### src/rtl/lcd_bus_reader.sv
// lcd_bus_reader: timed HD44780 read cycles (BF/AC or data RAM) via valid/ready; busy poll under LCD_READER_BUSY_POLL_EN
module lcd_bus_reader #(
  parameter int T_AS = 3,
  parameter int T_EN = 25,
  parameter int T_H = 2,
  parameter int T_GAP = 50,
  parameter int POLL_MAX = 1000
) (
  input  logic       clk,
  input  logic       rst,
  input  logic       req_valid,
  input  logic       req_rs,
  output logic       ready,
  output logic       rsp_valid,
  output logic [7:0] rsp_data,
  input  logic [7:0] lcd_data_in,
  output logic       lcd_rs,
  output logic       lcd_rw,
  output logic       lcd_en,
  output logic       bus_active,
  input  logic       poll_req,
  output logic       poll_done,
  output logic       poll_timeout,
  output logic [6:0] ac_out
);
  typedef enum logic [2:0] {IDLE, SETUP, EN_HI, HOLD, GAP} state_t;
  state_t state, state_n;
  logic [7:0] cnt, cnt_n, load, rsp_data_d;
  logic [6:0] ac_d;
  logic rs_l, rs_n, last, sample, on;
  logic ready_d, rsp_valid_d, rs_d, rw_d, en_d, bus_d;
  logic polling, poll_more, start_poll;
  assign last = cnt == 8'd0;
  assign sample = state == EN_HI && last;
`ifdef LCD_READER_BUSY_POLL_EN
  logic [15:0] poll_cnt;
  assign start_poll = state == IDLE && !req_valid && poll_req;
  assign poll_more = polling && rsp_data[7] && poll_cnt != 16'(POLL_MAX);
  always_ff @(posedge clk) begin
    if (rst) begin
      polling <= 1'b0;
      poll_cnt <= 16'd0;
      poll_done <= 1'b0;
      poll_timeout <= 1'b0;
    end else begin
      polling <= start_poll ? 1'b1 : (state == GAP && last && !poll_more) ? 1'b0 : polling;
      poll_cnt <= start_poll ? 16'd0 : (polling && sample) ? poll_cnt + 16'd1 : poll_cnt;
      poll_done <= polling && state == HOLD && last && !poll_more;
      poll_timeout <= polling && state == HOLD && last && rsp_data[7] && poll_cnt == 16'(POLL_MAX);
    end
  end
`else
  logic unused_poll;
  assign unused_poll = poll_req;
  assign start_poll = 1'b0;
  assign polling = 1'b0;
  assign poll_more = 1'b0;
  assign poll_done = 1'b0;
  assign poll_timeout = 1'b0;
`endif
  always_comb begin
    state_n = state == IDLE ? ((req_valid || start_poll) ? SETUP : IDLE)
            : !last ? state
            : state == SETUP ? EN_HI
            : state == EN_HI ? HOLD
            : state == HOLD ? GAP
            : poll_more ? SETUP : IDLE;
    load = state_n == SETUP ? 8'(T_AS - 1)
         : state_n == EN_HI ? 8'(T_EN - 1)
         : state_n == HOLD ? 8'(T_H - 1)
         : state_n == GAP ? 8'(T_GAP - 1) : 8'd0;
    cnt_n = state_n != state ? load : last ? 8'd0 : cnt - 8'd1;
    rs_n = state == IDLE ? (req_valid & req_rs) : rs_l;
  end
  always_comb begin
    on = state_n inside {SETUP, EN_HI, HOLD};
    ready_d = state_n == IDLE;
    en_d = state_n == EN_HI;
    rw_d = on;
    bus_d = on;
    rs_d = on & rs_n;
    rsp_valid_d = state == HOLD && last && !polling;
    rsp_data_d = sample ? lcd_data_in : rsp_data;
    ac_d = (sample && !rs_l) ? lcd_data_in[6:0] : ac_out;
  end
  always_ff @(posedge clk) begin
    if (rst) begin
      state <= IDLE;
      cnt <= 8'd0;
      rs_l <= 1'b0;
      ready <= 1'b1;
      rsp_valid <= 1'b0;
      rsp_data <= 8'd0;
      lcd_rs <= 1'b0;
      lcd_rw <= 1'b0;
      lcd_en <= 1'b0;
      bus_active <= 1'b0;
      ac_out <= 7'd0;
    end else begin
      state <= state_n;
      cnt <= cnt_n;
      rs_l <= rs_n;
      ready <= ready_d;
      rsp_valid <= rsp_valid_d;
      rsp_data <= rsp_data_d;
      lcd_rs <= rs_d;
      lcd_rw <= rw_d;
      lcd_en <= en_d;
      bus_active <= bus_d;
      ac_out <= ac_d;
    end
  end
endmodule

### config.mk
export PLATFORM = sky130hd
export DESIGN_NAME = lcd_bus_reader
export DESIGN_NICKNAME = d
export VERILOG_FILES = /design/src/rtl/lcd_bus_reader.sv
export SDC_FILE = /design/constraint.sdc
export NUM_CORES = 1
export LEC_CHECK = 0
export ABC_AREA = 1
export CAP_MARGIN = 20
export CELL_PAD_IN_SITES_DETAIL_PLACEMENT = 1
export CELL_PAD_IN_SITES_GLOBAL_PLACEMENT = 1
export CORE_ASPECT_RATIO = 0.9
export CORE_MARGIN = 10
export CORE_UTILIZATION = 32
export DETAILED_ROUTE_END_ITERATION = 8
export PLACE_DENSITY_LB_ADDON = 0.1
export SLEW_MARGIN = 15
export SYNTH_ARGS = -nofsm -noshare
export SYNTH_HDL_FRONTEND = slang
export SYNTH_SLANG_ARGS = --single-unit
### constraint.sdc
create_clock -name clk -period 1.6 [get_ports clk]
set_input_delay 0.48 -clock clk [delete_from_list [all_inputs] [get_ports clk]]
set_output_delay 0.48 -clock clk [all_outputs]
set_load 0.005 [all_outputs]
==> results_dict.tcl, run 1 <==
set metrics [dict create \
    outcome "finished clean" \
    htreeDepth 2 \
    path_max_fanout 1 \
    io_pins 36 \
    stdcell_area_mm2 0.00190 \
    worstHoldPathType "reg -> reg" \
    ys_seq_area_share_pct 45.8 \
    clock_sinks 32 \
    max_freq_mhz 643 \
    syn_avg_cell_area_um2 8.52 \
    cpPeakStageDelay_ps 490 \
    n_antenna_cell 0 \
    period_share_pct 97.1 \
    worst_slack_ps 45.7 \
    comb_power_share_pct 39.9 \
    cts_root_buffer "clkbuf_8" \
    hold_viol_final 0 \
    power_w 0.00285 \
    cpMaxStageDelayCell "clkdlybuf4s50_1" \
    rsz0062_at_grt "yes" \
    setup_violations 0 \
    via_count 1196 \
    rows 22 \
    synth_top_area_share_pct 45.8 \
    design.die.area_mm2 0.00741 \
    netlist_instances 164 \
    p_leak_nw 0.911 \
    crit_family "buffers and inverters" \
    switching_share_pct 35.6 \
    synth_top_cell_by_area "dfxtp_1" \
    drc 0 \
    fin_util_pct 45.6 \
    numCtsBuffers 5 \
    routed_wl_mm 3.47 \
    fill_cells 518 \
    die_w_um 89.7 \
    p_sw_w 0.00101 \
    cp-start-kind "register" \
    antenna_found_initial 0 \
    clock_latency_ps 280 \
    clkTransAtPathRegs_ps 60 \
    die_y_um 82.7 \
    internal_power_w 0.00183 \
    synth_ff_type "dfxtp_1" \
    io_buffer_count 32 \
    yosysWarnings 0 \
    drtAntennaViolNets 0 \
    initial_utilization_pct 33.6 \
    ys_types 31 \
    grt_pass1_vias 1250 \
    critPathArrivalTime_ps 1070 \
    grt_overflow 0 \
    tritoncts "done" \
    register_area_um2 641 \
    clockBufferDepth 2 \
    synthArstFlopShare_pct 0 \
    gp_congestion 0.780 \
    place_ws_ps -45.8 \
    synth_seq_cells 32 \
    cp-end-kind "output pin" \
    period_minus_slack_ps 1550 \
    powerDensity_mw_per_mm2 1500 \
    placed_cell_area_mm2 0.00179 \
    slew_violations 0 \
    cts_hold_buffers 0 \
    drive_above_1_share_pct 17.5 \
    core-area_mm2 0.00416 \
    cap_viol_max_count 0 \
    routedWlPerCell_um 13.0 \
    p_clk_share_pct 23.3 \
    dr.pass1.iters 4 \
    synth_edf_count 0 \
    grt_usage_pct 10.3 \
    drt-initial-drc-count 23 \
    worst-path-buf-inv 1 \
    syn2layout_area_growth_pct 35.6 \
    peakVddDrop_mv 0.748 \
    worstPathRequired_ps 1120 \
    multiInputGateArea_um2 594 \
    pwr-share-seq_pct 36.8 \
    via_per_inst 4.50 \
    dpl.hpwl_mm 2.71 \
    netlist_top_cells_area "dfxtp_1 (46%), nor2_1 (6.7%), inv_1 (6.2%)" \
    grt_start_max_net_pins 15 \
    path_class "reg -> out" \
    nNetsFinal 220 \
    finClkSkew_ps 1.71 \
    grt_pass1_wl_mm 5.83 \
    path_cells "clkdlybuf4s50_1" \
    syn_area_mm2 0.00140 \
]
-- stage by stage --
| stage | hold slack, ps | cells | TNS, ps |
|---|---|---|---|
| 3_3_place_gp | 456 | 257 | -18.2 |
| 2_1_floorplan | 464 | 165 | 0 |
| 6_report | 468 | 266 | 0 |
| 5_1_grt | 506 | 266 | -178 |
| 3_5_place_dp | 463 | 257 | -176 |
| 4_1_cts | 472 | 264 | 0 |
-- sequential cells by signal (all words and copies together) (netlist names) --
signal      cells
rs_l            1
ac_out          7
rsp_valid       1
lcd_rs          1
lcd_en          1
ready           1
rsp_data        8
state           3
cnt             8
bus_active      1
-- worst paths after layout --
check / from / end / slack, ps / cells past startpoint
worst max-delay path: rsp_valid / rsp_valid / 50 / 1
worst min-delay path: ac_out[4] / ac_out[4] / 470 / 2
worst max register to register: cnt[0] / ac_out[5] / 90 / 9
worst min register to register: ac_out[4] / ac_out[4] / 470 / 2
-- kinds of logic (layout without fill, tap and decap cells) --
| logic type | count (synthesis) | after routing | synth area share [%] |
|---|---|---|---|
| AND/OR/NAND/NOR | 57 | 57 | 21.2 |
| AO/OA/AOI/OAI | 36 | 36 | 16.3 |
| flip-flops | 32 | 32 | 45.8 |
| buffers and inverters | 32 | 73 | 12.4 |
| XOR/XNOR | 5 | 5 | 3.13 |
| adder cells (fa/ha/maj) | 1 | 1 | 0.895 |
| other | 1 | 2 | 0.268 |
-- power by group through the flow --
stage	sequential [W]	clock, W	combinational, W
after global placement	0.00106	0	0.00110
final	0.00105	0.000663	0.00114
after CTS	0.00105	0.000688	0.00112
after floorplan	0.00105	0	0.000783
after detailed placement	0.00107	0	0.00114
after global routing	0.00107	0.000716	0.00130
-- cell type report --
cell class              instances  area share, %
flip-flops and latches         32           33.8
multi-input cells             101           31.4
repair buffers                 42           20.8
clock buffers                   7           5.08
inverters                      24           5.02
well taps                      60           3.96
-- layout by cell type (no fill, tap or decap), types with 4 or more instances in the layout --
| cell | count |
|---|---|
| nand3_1 | 6 |
| dfxtp_1 | 32 |
| nor2_1 | 24 |
| dlygate4sd2_1 | 17 |
| inv_1 | 23 |
| a211oi_1 | 5 |
| a21oi_1 | 5 |
| nand2_2 | 4 |
| clkdlybuf4s50_1 | 12 |
| a21oi_2 | 5 |
| xnor2_1 | 4 |
| nand2_1 | 12 |
| o21ai_0 | 12 |
| buf_4 | 9 |
| clkbuf_8 | 7 |
-- Yosys cell counts, drive strengths merged, types with 2 or more instances --
| cell type | instances |
|---|---|
| o211ai | 3 |
| nor3 | 3 |
| nand2 | 17 |
| inv | 23 |
| nand3 | 6 |
| nand4 | 2 |
| nor2 | 28 |
| a211oi | 5 |
| buf | 7 |
| xnor2 | 4 |
| o21ai | 16 |
| a21oi | 10 |
| dfxtp | 32 |
-- repair_timing --
| item | in CTS | in global routing |
|---|---|---|
| resized for setup | 17 | 6 |
| pin swaps | 0 | 1 |
| buffers inserted | 0 | 2 |
| setup endpoints to repair | 17 | 15 |
-- metal layers --
| layer | share of wire (%) | vias up | global-route usage (%) |
|---|---|---|---|
| met1 | 43 | 557 | 11.1 |
| met4 | 1.7 | 0 | 5.24 |
| met5 | 0 | - | 0 |
| met3 | 7.6 | 5 | 4.40 |
| li1 | - | 608 | - |
| met2 | 48 | 26 | 17.0 |
(Power assumes the default switching activity.)
==> run 2: changes to the inputs <==
Settings changed: SETUP_SLACK_MARGIN from default to 0.4.
==> results_dict.tcl, run 2 (synthesis gave the netlist of run 1 again) <==
set metrics [dict create \
    pwr-share-seq_pct 30.9 \
    clock_sinks 32 \
    routed_wl_mm 4.31 \
    routedWlPerCell_um 14.7 \
    clockBufferDepth 2 \
    dr.pass1.iters 3 \
    grt_start_max_net_pins 15 \
    slew_violations 0 \
    design.die.area_mm2 0.00741 \
    die_y_um 82.7 \
    syn2layout_area_growth_pct 68.7 \
    setup_violations 0 \
    power_w 0.00359 \
    cpPeakStageDelay_ps 360 \
    tritoncts "done" \
    n_antenna_cell 0 \
    peakVddDrop_mv 0.766 \
    whs_endpoint "rsp_data[4]" \
    htreeDepth 2 \
    path_cells "nor2_1 -> nand2_1 -> inv_1 -> nand2_8 -> nor2_8 -> buf_6 -> nand2_4 -> a21oi_2" \
    drt-initial-drc-count 44 \
    worstHoldPathType "reg -> reg" \
    path_class "reg -> reg" \
    hold_viol_final 0 \
    multiInputGateArea_um2 800 \
    register_area_um2 674 \
    period_minus_slack_ps 1450 \
    via_per_inst 4.57 \
    comb_power_share_pct 50.9 \
    crit_family "simple AND/OR/NAND/NOR gates" \
    switching_share_pct 38.3 \
    holdCritStartpoint "rsp_data[4]" \
    numCtsBuffers 5 \
    io_buffer_count 32 \
    io_pins 36 \
    whs_path_depth 2 \
    die_w_um 89.7 \
    rsz0062_at_grt "yes" \
    powerDensity_mw_per_mm2 1520 \
    path_max_fanout 7 \
    worstPathRequired_ps 1820 \
    cpMaxStageDelayCell "dfxtp_2" \
    p_leak_nw 1.03 \
    grt_usage_pct 11.7 \
    antenna_found_initial 0 \
    cp-start-kind "register" \
    rows 22 \
    rr_endpoint "ac_out[5]" \
    rr_worst_depth 8 \
    stdcell_area_mm2 0.00236 \
    drive_above_1_share_pct 59.8 \
    final_common_cell "buf_4" \
    fill_cells 477 \
    max_freq_mhz 688 \
    critPathArrivalTime_ps 1680 \
    cp-startpoint "state[2]" \
    gp_congestion 0.786 \
    initial_utilization_pct 33.6 \
    clkTransAtPathRegs_ps 60 \
    outcome "finished clean" \
    drc 0 \
    worst-path-buf-inv 2 \
    rrSetupSlack_ps 150 \
    cap_viol_max_count 0 \
    internal_power_w 0.00221 \
    dpl.hpwl_mm 2.85 \
    cts_root_buffer "clkbuf_8" \
    via_count 1344 \
    period_share_pct 90.8 \
    placed_cell_area_mm2 0.00187 \
    nNetsFinal 247 \
    finClkSkew_ps 5.27 \
    grt_pass1_vias 1387 \
    r2r-start "state[2]" \
    largestRegisters "cnt (8), rsp_data (8), ac_out (7)" \
    core-area_mm2 0.00416 \
    grt_overflow 0 \
    grt_pass1_wl_mm 6.55 \
    drtAntennaViolNets 0 \
    most-common-layout-cells "buf_4 (26), dfxtp_2 (24), buf_6 (21)" \
    cp-end-kind "register" \
    p_clk_share_pct 18.1 \
    p_sw_w 0.00138 \
    clock_latency_ps 290 \
]
[run 2: cell count changes in the layout (fill, tap and decap cells not counted), moves of 9 or more]
cell           before  now
dfxtp_1            32    7
o21ai_0            12    3
buf_4               9   26
dfxtp_2             0   24
buf_6               0   21
dlygate4sd2_1      17    1
[run 2: per-stage QoR]
| step | setup slack [ps] | util, % | setup TNS (ps) | hold WS, ps | cells |
|---|---|---|---|---|---|
| 6_report | 147 | 56.7 | 0 | 472 | 294 |
| 5_1_grt | 77.0 | 56.7 | 0 | 503 | 294 |
| 4_1_cts | 178 | 50.8 | 0 | 480 | 280 |
| 3_5_place_dp | -32.3 | 45.0 | -79.3 | 477 | 259 |
| 3_3_place_gp | -7.88 | 45.0 | -13.2 | 466 | 259 |
| 2_1_floorplan | 306 | - | 0 | 471 | 165 |
[run 2: cell type report]
type,instances,area share [%]
Tap cell,60,3.18
Sequential cell,32,28.6
Inverter,24,4.35
Multi-Input combinational cell,102,33.9
Timing Repair Buffer,68,26.1
Clock buffer,8,3.82
[run 2: what timing repair did]
item | in CTS | in global routing
cloned | 1 | 0
hold buffers | 0 | 0
gates resized for setup | 127 | 43
buffers inserted | 12 | 14
setup endpoints to repair | 52 | 52
pin swaps | 6 | 7
[run 2: worst max path at each step]
stage                  to  slack, ps  cells past startpoint
2_1_floorplan   ac_out[1]        310                      8
3_3_place_gp   bus_active         -8                      7
4_1_cts         ac_out[5]        180                      9
5_1_grt         ac_out[1]         80                      8
6_report        ac_out[5]        150                      8
3_5_place_dp       lcd_rs        -30                      7
[run 2: worst reg2reg max path, delay by kind of cell (launching register included)]
kind / cells / cell delay (ps)
and+or+nand+nor: 5 / 620
DFF: 1 / 360
buffers and inverters: 2 / 290
AOI/OAI and AO/OA: 1 / 100
[run 2: power groups by stage]
stage / logic [W] / clock network (W) / registers (W)
finish: 0.00183 / 0.000650 / 0.00111
global route: 0.00201 / 0.000708 / 0.00113
CTS: 0.00153 / 0.000668 / 0.00108
detailed placement: 0.00125 / 0 / 0.00108
global placement: 0.00121 / 0 / 0.00107
floorplan: 0.000889 / 0 / 0.00106
[run 2: per-layer routing]
layer,GRT usage (%),part of all wire [%]
met5,0,0
met2,20.2,51
met3,4.31,5.4
met1,12.3,42
met4,6.35,1.8
==> run 3: changes to the inputs <==
Settings changed: CTS_CLUSTER_SIZE from default to 14, PLACE_DENSITY from default to 0.77, PLACE_DENSITY_LB_ADDON 0.1 to default.
==> results_dict.tcl, run 3 (synthesis gave the netlist of run 1 again) <==
set metrics [dict create \
    wirelength_met1_mm 2.28 \
    wl_met3_um 340 \
    design.die.area_mm2 0.00741 \
    numCtsBuffers 5 \
    dpl.hpwl_mm 3.00 \
    initial_utilization_pct 33.6 \
    cp-end-kind "register" \
    dr.pass1.iters 4 \
    clock_sinks 32 \
    critPathArrivalTime_ps 1740 \
    io_buffer_count 32 \
    crit_family "simple AND/OR/NAND/NOR gates" \
    n_antenna_cell 0 \
    io_pins 36 \
    path_cells "inv_2 -> ha_4 -> nand2_4 -> nor2_8 -> nand2_8 -> nor2_8 -> buf_6 -> o21ai_4 -> a21oi_2" \
    layout.cells.non_filler 295 \
    grt_overflow 0 \
    most-common-layout-cells "buf_4 (32), dfxtp_2 (25), buf_6 (23)" \
    slew_violations 0 \
    rsz0062_at_grt "yes" \
    drc 0 \
    clockBufferDepth 2 \
    top_layer_used "met4" \
    cap_viol_max_count 0 \
    clkTransAtPathRegs_ps 70 \
    cts_root_buffer "clkbuf_8" \
    finClkSkew_ps 6.32 \
    grt_pass1_vias 1526 \
    htreeDepth 2 \
    cpPeakStageDelay_ps 320 \
    rows 22 \
    path_max_fanout 7 \
    drt-initial-drc-count 92 \
    powerDensity_mw_per_mm2 1580 \
    grt_pass1_wl_mm 7.98 \
    clock_latency_ps 300 \
    power_w 0.00379 \
    nNetsFinal 249 \
    syn2layout_area_growth_pct 71.7 \
    tritoncts "done" \
    drive_above_1_share_pct 61.7 \
    max_freq_mhz 659 \
    die_w_um 89.7 \
    hold_viol_final 0 \
    routed_wl_mm 6.10 \
    fin_tns_setup_ps 0 \
    crit_top_cell "nor2_8" \
    rrSetupSlack_ps 80 \
    placed_cell_area_mm2 0.00185 \
    outcome "finished clean" \
    period_share_pct 94.9 \
    cp-start-kind "register" \
    cpMaxStageDelayCell "dfxtp_2" \
    largestRegisters "cnt (8), rsp_data (8), ac_out (7)" \
    p_leak_nw 1.05 \
    gp_congestion 0.750 \
    place_inst 256 \
    setup_violations 0 \
    via_count 1448 \
    grt_usage_pct 14.4 \
    dr_wl_met2_mm 3.25 \
    die_y_um 82.7 \
    path_class "reg -> reg" \
    stdcell_area_mm2 0.00240 \
    worstHoldPathType "reg -> reg" \
    worst-path-buf-inv 2 \
    final_common_cell "buf_4" \
    core-area_mm2 0.00416 \
    antenna_found_initial 0 \
    period_minus_slack_ps 1520 \
    peakVddDrop_mv 0.604 \
    via_per_inst 4.91 \
    worstPathRequired_ps 1820 \
    drtAntennaViolNets 0 \
    routedWlPerCell_um 20.7 \
    grt_start_max_net_pins 15 \
    fin_util_pct 57.7 \
]
## run 3: timing repair
action / 4_1_cts / 5_1_grt
endpoints found under the setup margin: 51 / 53
cloned: 1 / 0
buffers inserted: 19 / 12
hold buffers: 0 / 0
pin swaps: 7 / 11
resized for setup: 129 / 45
## run 3: cell type report
class / count / area [um^2]
inverters: 24 / 105
fillers: 455 / 1760
repair buffers: 70 / 632
multi-input cells: 101 / 792
repair inverters: 1 / 16.3
flip-flops and latches: 32 / 683
well taps: 60 / 75.1
clock buffers: 7 / 96.3
## run 3: worst paths after layout
check | startpoint | to | cells after the start
max reg2reg | cnt[0] | ac_out[2] | 9
min reg2reg | ac_out[4] | ac_out[4] | 2
min | ac_out[4] | ac_out[4] | 2
max | cnt[0] | ac_out[2] | 9
## run 3: metal layers
| layer | vias to the layer above | GRT usage [%] |
|---|---|---|
| met1 | 706 | 13.3 |
| li1 | 668 | - |
| met2 | 52 | 27.4 |
| met4 | 0 | 6.51 |
| met3 | 22 | 5.58 |
| met5 | - | 0 |
## run 3: report_power, final
group | total, W | internal [W] | leakage [nW] | switching, W
combinational | 0.00195 | 0.000922 | 0.731 | 0.00102
clock | 0.000711 | 0.000383 | 0.0503 | 0.000327
sequential | 0.00113 | 0.000971 | 0.273 | 0.000163
## run 3: worst reg2reg max path, delay by kind of cell, from the launching register on
kind                     cells  cell delay (ps)
flip-flops                   1              320
buffers and inverters        2              220
AND/OR/NAND/NOR              4              570
AO/OA/AOI/OAI                2              200
adder cells (fa/ha/maj)      1              150
## run 3: stage by stage
stage / hold WS, ps / setup slack, ps
finish: 500 / 82.4
global route: 525 / 0.544
CTS: 477 / 181
detailed placement: 473 / -74.4
global placement: 465 / -25.4
floorplan: 471 / 306
